[config.mk]
export PLATFORM = sky130hd
export DESIGN_NAME = residual_add_relu
export DESIGN_NICKNAME = d
export VERILOG_FILES = /design/src/rtl/residual_add_relu.sv
export SDC_FILE = /design/constraint.sdc
export NUM_CORES = 2
export LEC_CHECK = 0
export ABC_AREA = 1
export ABC_CLOCK_PERIOD_IN_PS = 4300
export BUFFER_PORTS_ARGS = -buffer_cell sky130_fd_sc_hd__clkbuf_2
export CAP_MARGIN = 20
export CORE_AREA = 5 5 595 597
export CTS_CLUSTER_SIZE = 25
export DETAILED_ROUTE_END_ITERATION = 8
export DIE_AREA = 0 0 600 602
export PLACE_DENSITY_LB_ADDON = 0.05
export SKIP_LAST_GASP = 1
export SLEW_MARGIN = 20
export SYNTH_ARGS = -nofsm -noshare
export SYNTH_HDL_FRONTEND = slang
export SYNTH_SLANG_ARGS = --single-unit
[constraint.sdc]
create_clock -name clk -period 4.3 [get_ports clk]
set_clock_uncertainty 0.05 [all_clocks]
set_input_delay 0.86 -clock clk [delete_from_list [all_inputs] [get_ports clk]]
set_output_delay 0.86 -clock clk [all_outputs]
set_load 0.05 [all_outputs]
[src/rtl/residual_add_relu.sv]
// residual_add_relu: sequential saturating residual add with ReLU when RESIDUAL_ADD_RELU_EN is defined
module residual_add_relu #(
  parameter int BATCH_SIZE = 1,
  parameter int CHANNELS = 1,
  parameter int HEIGHT = 4,
  parameter int WIDTH = 4,
  parameter int DATA_WIDTH = 32,
  localparam int N = BATCH_SIZE * CHANNELS * HEIGHT * WIDTH,
  localparam int NW = N * DATA_WIDTH
) (
  input  logic          clk,
  input  logic          rst,
  input  logic          start,
  input  logic [NW-1:0] conv_tensor_flat,
  input  logic [NW-1:0] skip_tensor_flat,
  output logic          busy,
  output logic          done,
  output logic [NW-1:0] output_tensor_flat
);
  localparam int IDXW = N > 1 ? $clog2(N) : 1;
  localparam logic [DATA_WIDTH-1:0] SAT_MAX = {1'b0, {(DATA_WIDTH-1){1'b1}}};
  localparam logic [DATA_WIDTH-1:0] SAT_MIN = {1'b1, {(DATA_WIDTH-1){1'b0}}};
  typedef enum logic [1:0] {IDLE, RUN, DONE} state_t;
  state_t state, state_nx;
  logic [NW-1:0] conv_q, skip_q;
  logic [IDXW-1:0] idx;
  logic [DATA_WIDTH-1:0] a, b, sat, res;
  logic [DATA_WIDTH:0] sum;
  logic last;
  always_comb begin
    a = conv_q[int'(idx)*DATA_WIDTH +: DATA_WIDTH];
    b = skip_q[int'(idx)*DATA_WIDTH +: DATA_WIDTH];
    sum = {a[DATA_WIDTH-1], a} + {b[DATA_WIDTH-1], b};
    sat = sum[DATA_WIDTH] != sum[DATA_WIDTH-1] ? (sum[DATA_WIDTH] ? SAT_MIN : SAT_MAX) : sum[DATA_WIDTH-1:0];
`ifdef RESIDUAL_ADD_RELU_EN
    res = sat[DATA_WIDTH-1] ? '0 : sat;
`else
    res = sat;
`endif
    last = idx == IDXW'(N - 1);
    state_nx = state == IDLE ? (start ? RUN : IDLE) : state == RUN ? (last ? DONE : RUN) : IDLE;
  end
  assign busy = state != IDLE;
  assign done = state == DONE;
  always_ff @(posedge clk) begin
    if (!rst) begin
      state <= IDLE;
      idx <= '0;
      conv_q <= '0;
      skip_q <= '0;
      output_tensor_flat <= '0;
    end else begin
      state <= state_nx;
      if (state == IDLE && start) begin
        conv_q <= conv_tensor_flat;
        skip_q <= skip_tensor_flat;
        output_tensor_flat <= '0;
        idx <= '0;
      end else if (state == RUN) begin
        output_tensor_flat[int'(idx)*DATA_WIDTH +: DATA_WIDTH] <= res;
        idx <= last ? '0 : idx + 1'b1;
      end
    end
  end
endmodule

; ---- After elaboration in Yosys (flattened, before gate mapping)
; Cells that the tools add are included.
[word_totals]
register_bits = 1542
inputBits = 1027
output_inout_bits = 514
word_cells = 29
[classes]
add_sub_neg = 3
n_eq_ne = 4
shift = 4
n_mux = 8
bitwise = 1
reduce_logical = 4
[ops]
columns = cell, count
row1 = variable part select 512 x 10 -> 32 bit, 2
row2 = bitwise mux 512 bit, 1
row3 = "variable shift 32 x 33 -> 512 bit, first input constant", 1
row4 = variable part select 32 x 33 -> 512 bit, 1
row5 = two-way mux 32 bit, 2
row6 = adder 32 x 32 -> 33 bit, 1
row7 = negator 9 -> 33 bit, 1
row8 = two-way mux 2 bit, 3
row9 = "adder 4 x 1 -> 4 bit, second input constant", 1
row10 = "equality test 4 bit, second input constant", 1
row11 = two-way mux 4 bit, 1
row12 = "equality test 2 x 1 -> 1 bit, second input constant", 1
row13 = "equality test 2 bit, second input constant", 1
row14 = logical NOT 2 bit, 1
row15 = nonzero test 2 bit, 1
row16 = OR reduction 2 bit, 1
row17 = logical AND 1 bit, 1
row18 = two-way mux 1 bit, 1
row19 = != test 1 bit, 1
row20 = NOT 1 bit, 1

; ---- Longest topological paths before layout
[logic_depth]
word_depth = 6
depth_mapped = 30
ltp_nobuf = 25

; ---- Least setup slack after synthesis
; No wires, ideal clock.
[synth_timing]
path_kind = reg-to-reg
start = register idx[0]
end = register output_tensor_flat[295]
setup_time_ns = 0.064
arrival_ns = 3.811
required_ns = 4.186
slack_ns = 0.374
path_stages_with_launch = 30
path_buffers = 5
synth_period_minus_slack_ns = 3.926
path_cell_list = dfxtp_1 > buf_2 > clkbuf_1 > clkbuf_1 > clkbuf_1 > nor2_1 > o221ai_1 > o211ai_1 > nand3_1 > ha_1 > inv_1 > fa_1 > inv_1 > nand2_1 > nand2_1 > nand3_1 > nand2_2 > nand2_1 > nand2_2 > nand2_2 > nand2_1 > nand2_1 > nand2_2 > nand2_4 > buf_6 > nand2_4 > nand4_2 > nor2_1 > nor2_1 > nor2_1
[synth_between]
elab_chain_len = 6
word_cells_on_any_way = 10
classes_between = 2 x add/sub / 1 x eq/ne / 4 x shift / 3 x mux
[synth_rtl]
columns = item, line_no
row1 = from (decl), 26  ; logic [IDXW-1:0] idx;
row2 = from (signal assigned), 61  ; idx <= last ? '0 : idx + 1'b1;
row3 = "variable part select 512 x 10 -> 32 bit, on equally long branches", "31, 32"
row4 = adder 32 x 32 -> 33 bit, 33  ; sum = {a[DATA_WIDTH-1], a} + {b[DATA_WIDTH-1], b};
row5 = two-way mux 32 bit / != test 1 bit (equally long branches), 34  ; sat = sum[DATA_WIDTH] != sum[DATA_WIDTH-1] ? (sum[DATA_WIDTH] ? SAT_MIN : SAT_MAX) : sum[DATA_WIDTH-1:0];
row6 = two-way mux 32 bit, 34
row7 = variable part select 32 x 33 -> 512 bit, 60  ; output_tensor_flat[int'(idx)*DATA_WIDTH +: DATA_WIDTH] <= res;
row8 = bitwise mux 512 bit *, 60
row9 = "to (signal, indexed assignment)", 60
row10 = to (decl), 18  ; output logic [NW-1:0] output_tensor_flat
; Mark *: on every way between the ends. The rest lies on a longest branch, timed or not.
; A chain may end at the register's enable or synchronous reset.

; ---- Worst setup path after layout
[layout_timing]
start = register idx[0]
end = register output_tensor_flat[478]
; Same word-level chain as after synthesis.

==> reports/results.ini <==
[min_path]
hp-class = in2reg
holdCritStartpoint = skip_tensor_flat[412]
worstHoldPathCells = 3

[synth]
ys_async_sr_fraction_pct = 0
synth_cells = 8992
ys_ff_latch = 1542
yosys-top-cells-area = dfxtp_1, nor2_1, o21ai_0
ys_seq_area_share_pct = 47.88
yosysTopAreaCellShare_pct = 47.88
syn-num-nets = 10055
synth_top_area_cell = dfxtp_1
yosys_most_used_dff = dfxtp_1
netlist_area_um2 = 64470
synth.distinct_cells = 39
syn_avg_cell_area_um2 = 7.170
yosysMostFrequentCell = nor2_1
synth-edff-count = 0
synthTopCellsByCount = nor2_1, o21ai_0, dfxtp_1
yosysWarnings = 0

[place]
routabilityCongestion = 0.8731
dp_hpwl_um = 344200
placedInstanceArea_um2 = 82560
io_buffers = 1540
dp.cells = 15166

[sta]
whs_ps = 180.0
tns_ps = -90650
fin_ws_ps = -323.2
finalCritPeriodShare_pct = 107.5
rsz0062_at_grt = yes
hold_violations = 0
finalCriticalPeriod_ps = 4623
setup_violations = 478
worst_slew_pin_slew_ps = 1299
fmax_mhz = 216.3
slew_headroom_pct = 13.37
finalMaxSlewViolations = 0

[clock_tree]
cts_sinks = 1542
ctsHtreeMaxLevel = 4
cts.clk_slew.worst_paths_ps = 60
clk-insertion-delay-late_ps = 890
clockBufferDepth = 4
cts_made_buffers = 202
root_buffer = clkbuf_16
holdBufCountCts = 0
cts_tree = yes

[routing]
drt_first_pass_iters = 5
routed_wl_um = 447300
detail-route-antenna-nets = 0
vias = 70583
via_per_inst = 4.523
initialDrtViolationCount = 4941
drc = 0
wl_per_cell_um = 28.67

[grt]
grt_pass1_vias = 70583
gr-total-overflow = 0
grt_use_total_pct = 23.55
grt_first_pass_wirelength_um = 599200
grt_max_degree = 231
antenna_found_initial = 52

[final_layout]
final_nets = 11892
areaGrowthSynthToFinish_pct = 43.67
drive_above_1_share_pct = 28.62
final_util_pct = 26.61
n_fill_cell = 38942
design_area_um2 = 92620
fin_cells = 15604

[outcome]
violations = negative setup slack
status = finished with violations

[die]
die_x_um = 600
fp.dieH_um = 602
num_rows = 217
pin_count = 1541
fp.coreArea_um2 = 348100
die_area_um2 = 361200
initial_core_util_pct = 18.52

[critical_path]
crit_start = idx[0]$_SDFFE_PP0P_
path_class = reg2reg
worstPathMaxFanout = 16
worstSetupEndpointType = register
required_ps = 5060
critPathSlowestCell = o211ai_1
rr_worst_depth = 27
worst_path_largest_cell_delay_ps = 450
r2r_start = idx[0]$_SDFFE_PP0P_
worstPathArrival_ps = 5390
cp-start-kind = register

[pwr]
powerDensity_nw_per_um2 = 449.2
p_leak_nw = 40.16
irDropWorstVdd_v = 0.0002892

[run]
cap_violations = 0

-- power by group --
part / switching (mW) / internal (mW) / total [mW]
registers: 0.501 / 15.1 / 15.6
clock network: 7.17 / 10.1 / 17.3
logic: 5.37 / 3.31 / 8.68
total: 13.0 / 28.6 / 41.6
-- area by class of cell --
type	count	area (um^2)	share of cell area, %
multi-input combinational	6587	32560	35.15
sequential	1542	30880	33.34
timing repair buffer	2374	16250	17.54
clock buffer	317	6058	6.541
tap	4599	5754	6.213
clock inverter	42	588.1	0.6349
inverter	122	486.7	0.5255
antenna	21	52.55	0.05674
-- repair_timing --
action | 4_1_cts | 5_1_grt
setup endpoints to repair | 512 | 511
endpoints found under the hold margin | 0 | 0
pin swaps | 64 | 92
gates resized for setup | 298 | 251
cloned | 9 | 6
setup buffers | 32 | 13
-- through the flow --
step                      setup slack [ps]  power [mW]
after floorplan                      374.3       19.12
after global placement               -1101       23.87
after detailed placement             -1030       23.87
after CTS                           -433.4       42.08
after global routing                -466.2       43.39
final                               -323.2       41.61
-- per-layer routing --
| layer | wire (um) | global-route usage, % | share of wire (%) | vias to the layer above |
|---|---|---|---|---|
| met2 | 220500 | 41.25 | 49 | 1825 |
| met5 | 51 | 0 | 0.011 | - |
| met4 | 17950 | 8.542 | 4.0 | 8 |
| met3 | 19990 | 3.368 | 4.5 | 453 |
| li1 | - | - | - | 33644 |
| met1 | 188800 | 29.17 | 42 | 34653 |
-- sequential cells by signal (all words and copies together), names as in the netlist --
signal / cells
output_tensor_flat: 512
state: 2
idx: 4
conv_q: 512
skip_q: 512
-- worst max-delay path, delay by kind of cell, from the launching register on --
kind / cells / cell delay (ps)
AOI/OAI and AO/OA: 5 / 1050
adders and majority gates: 1 / 310
buffers and inverters: 10 / 1530
DFF: 1 / 400
and+or+nand+nor: 11 / 1140
-- logic make-up (layout without fill, tap and decap cells) --
logic type / Yosys count / in the layout / share of synthesized area [%]
and+or+nand+nor: 3902 / 3902 / 24.39
AOI/OAI and AO/OA: 2632 / 2632 / 21.54
DFF: 1542 / 1542 / 47.88
buffers and inverters: 863 / 2855 / 5.240
adders and majority gates: 36 / 36 / 0.7103
xor gates and xnor gates: 17 / 17 / 0.2309
other: 0 / 21 / 0
-- cell usage in the layout (no fill, tap or decap), drive strengths merged, types with 8 or more instances in the layout --
cell	n
nor3	10
nand3	133
xnor2	12
nand3b	10
buf	823
a21oi	291
inv	120
o21ai	2053
clkbuf	1863
dfxtp	1542
nand4	79
ha	35
nand2	407
bufinv	8
clkinv	33
o221ai	104
o211ai	25
o22ai	152
diode	21
nor2	3259
-- path summary, 6_finish.rpt --
path | endpoint | slack [ps]
worst min register to register | conv_q[428]$_SDFFE_PN0P_ | 420
worst max register to register | output_tensor_flat[478]$_SDFFE_PP0P_ | -320
worst max-delay path | output_tensor_flat[478]$_SDFFE_PP0P_ | -320
worst min-delay path | skip_q[412]$_SDFFE_PN0P_ | 180
No activity file was read; power rests on OpenSTA's default activity.
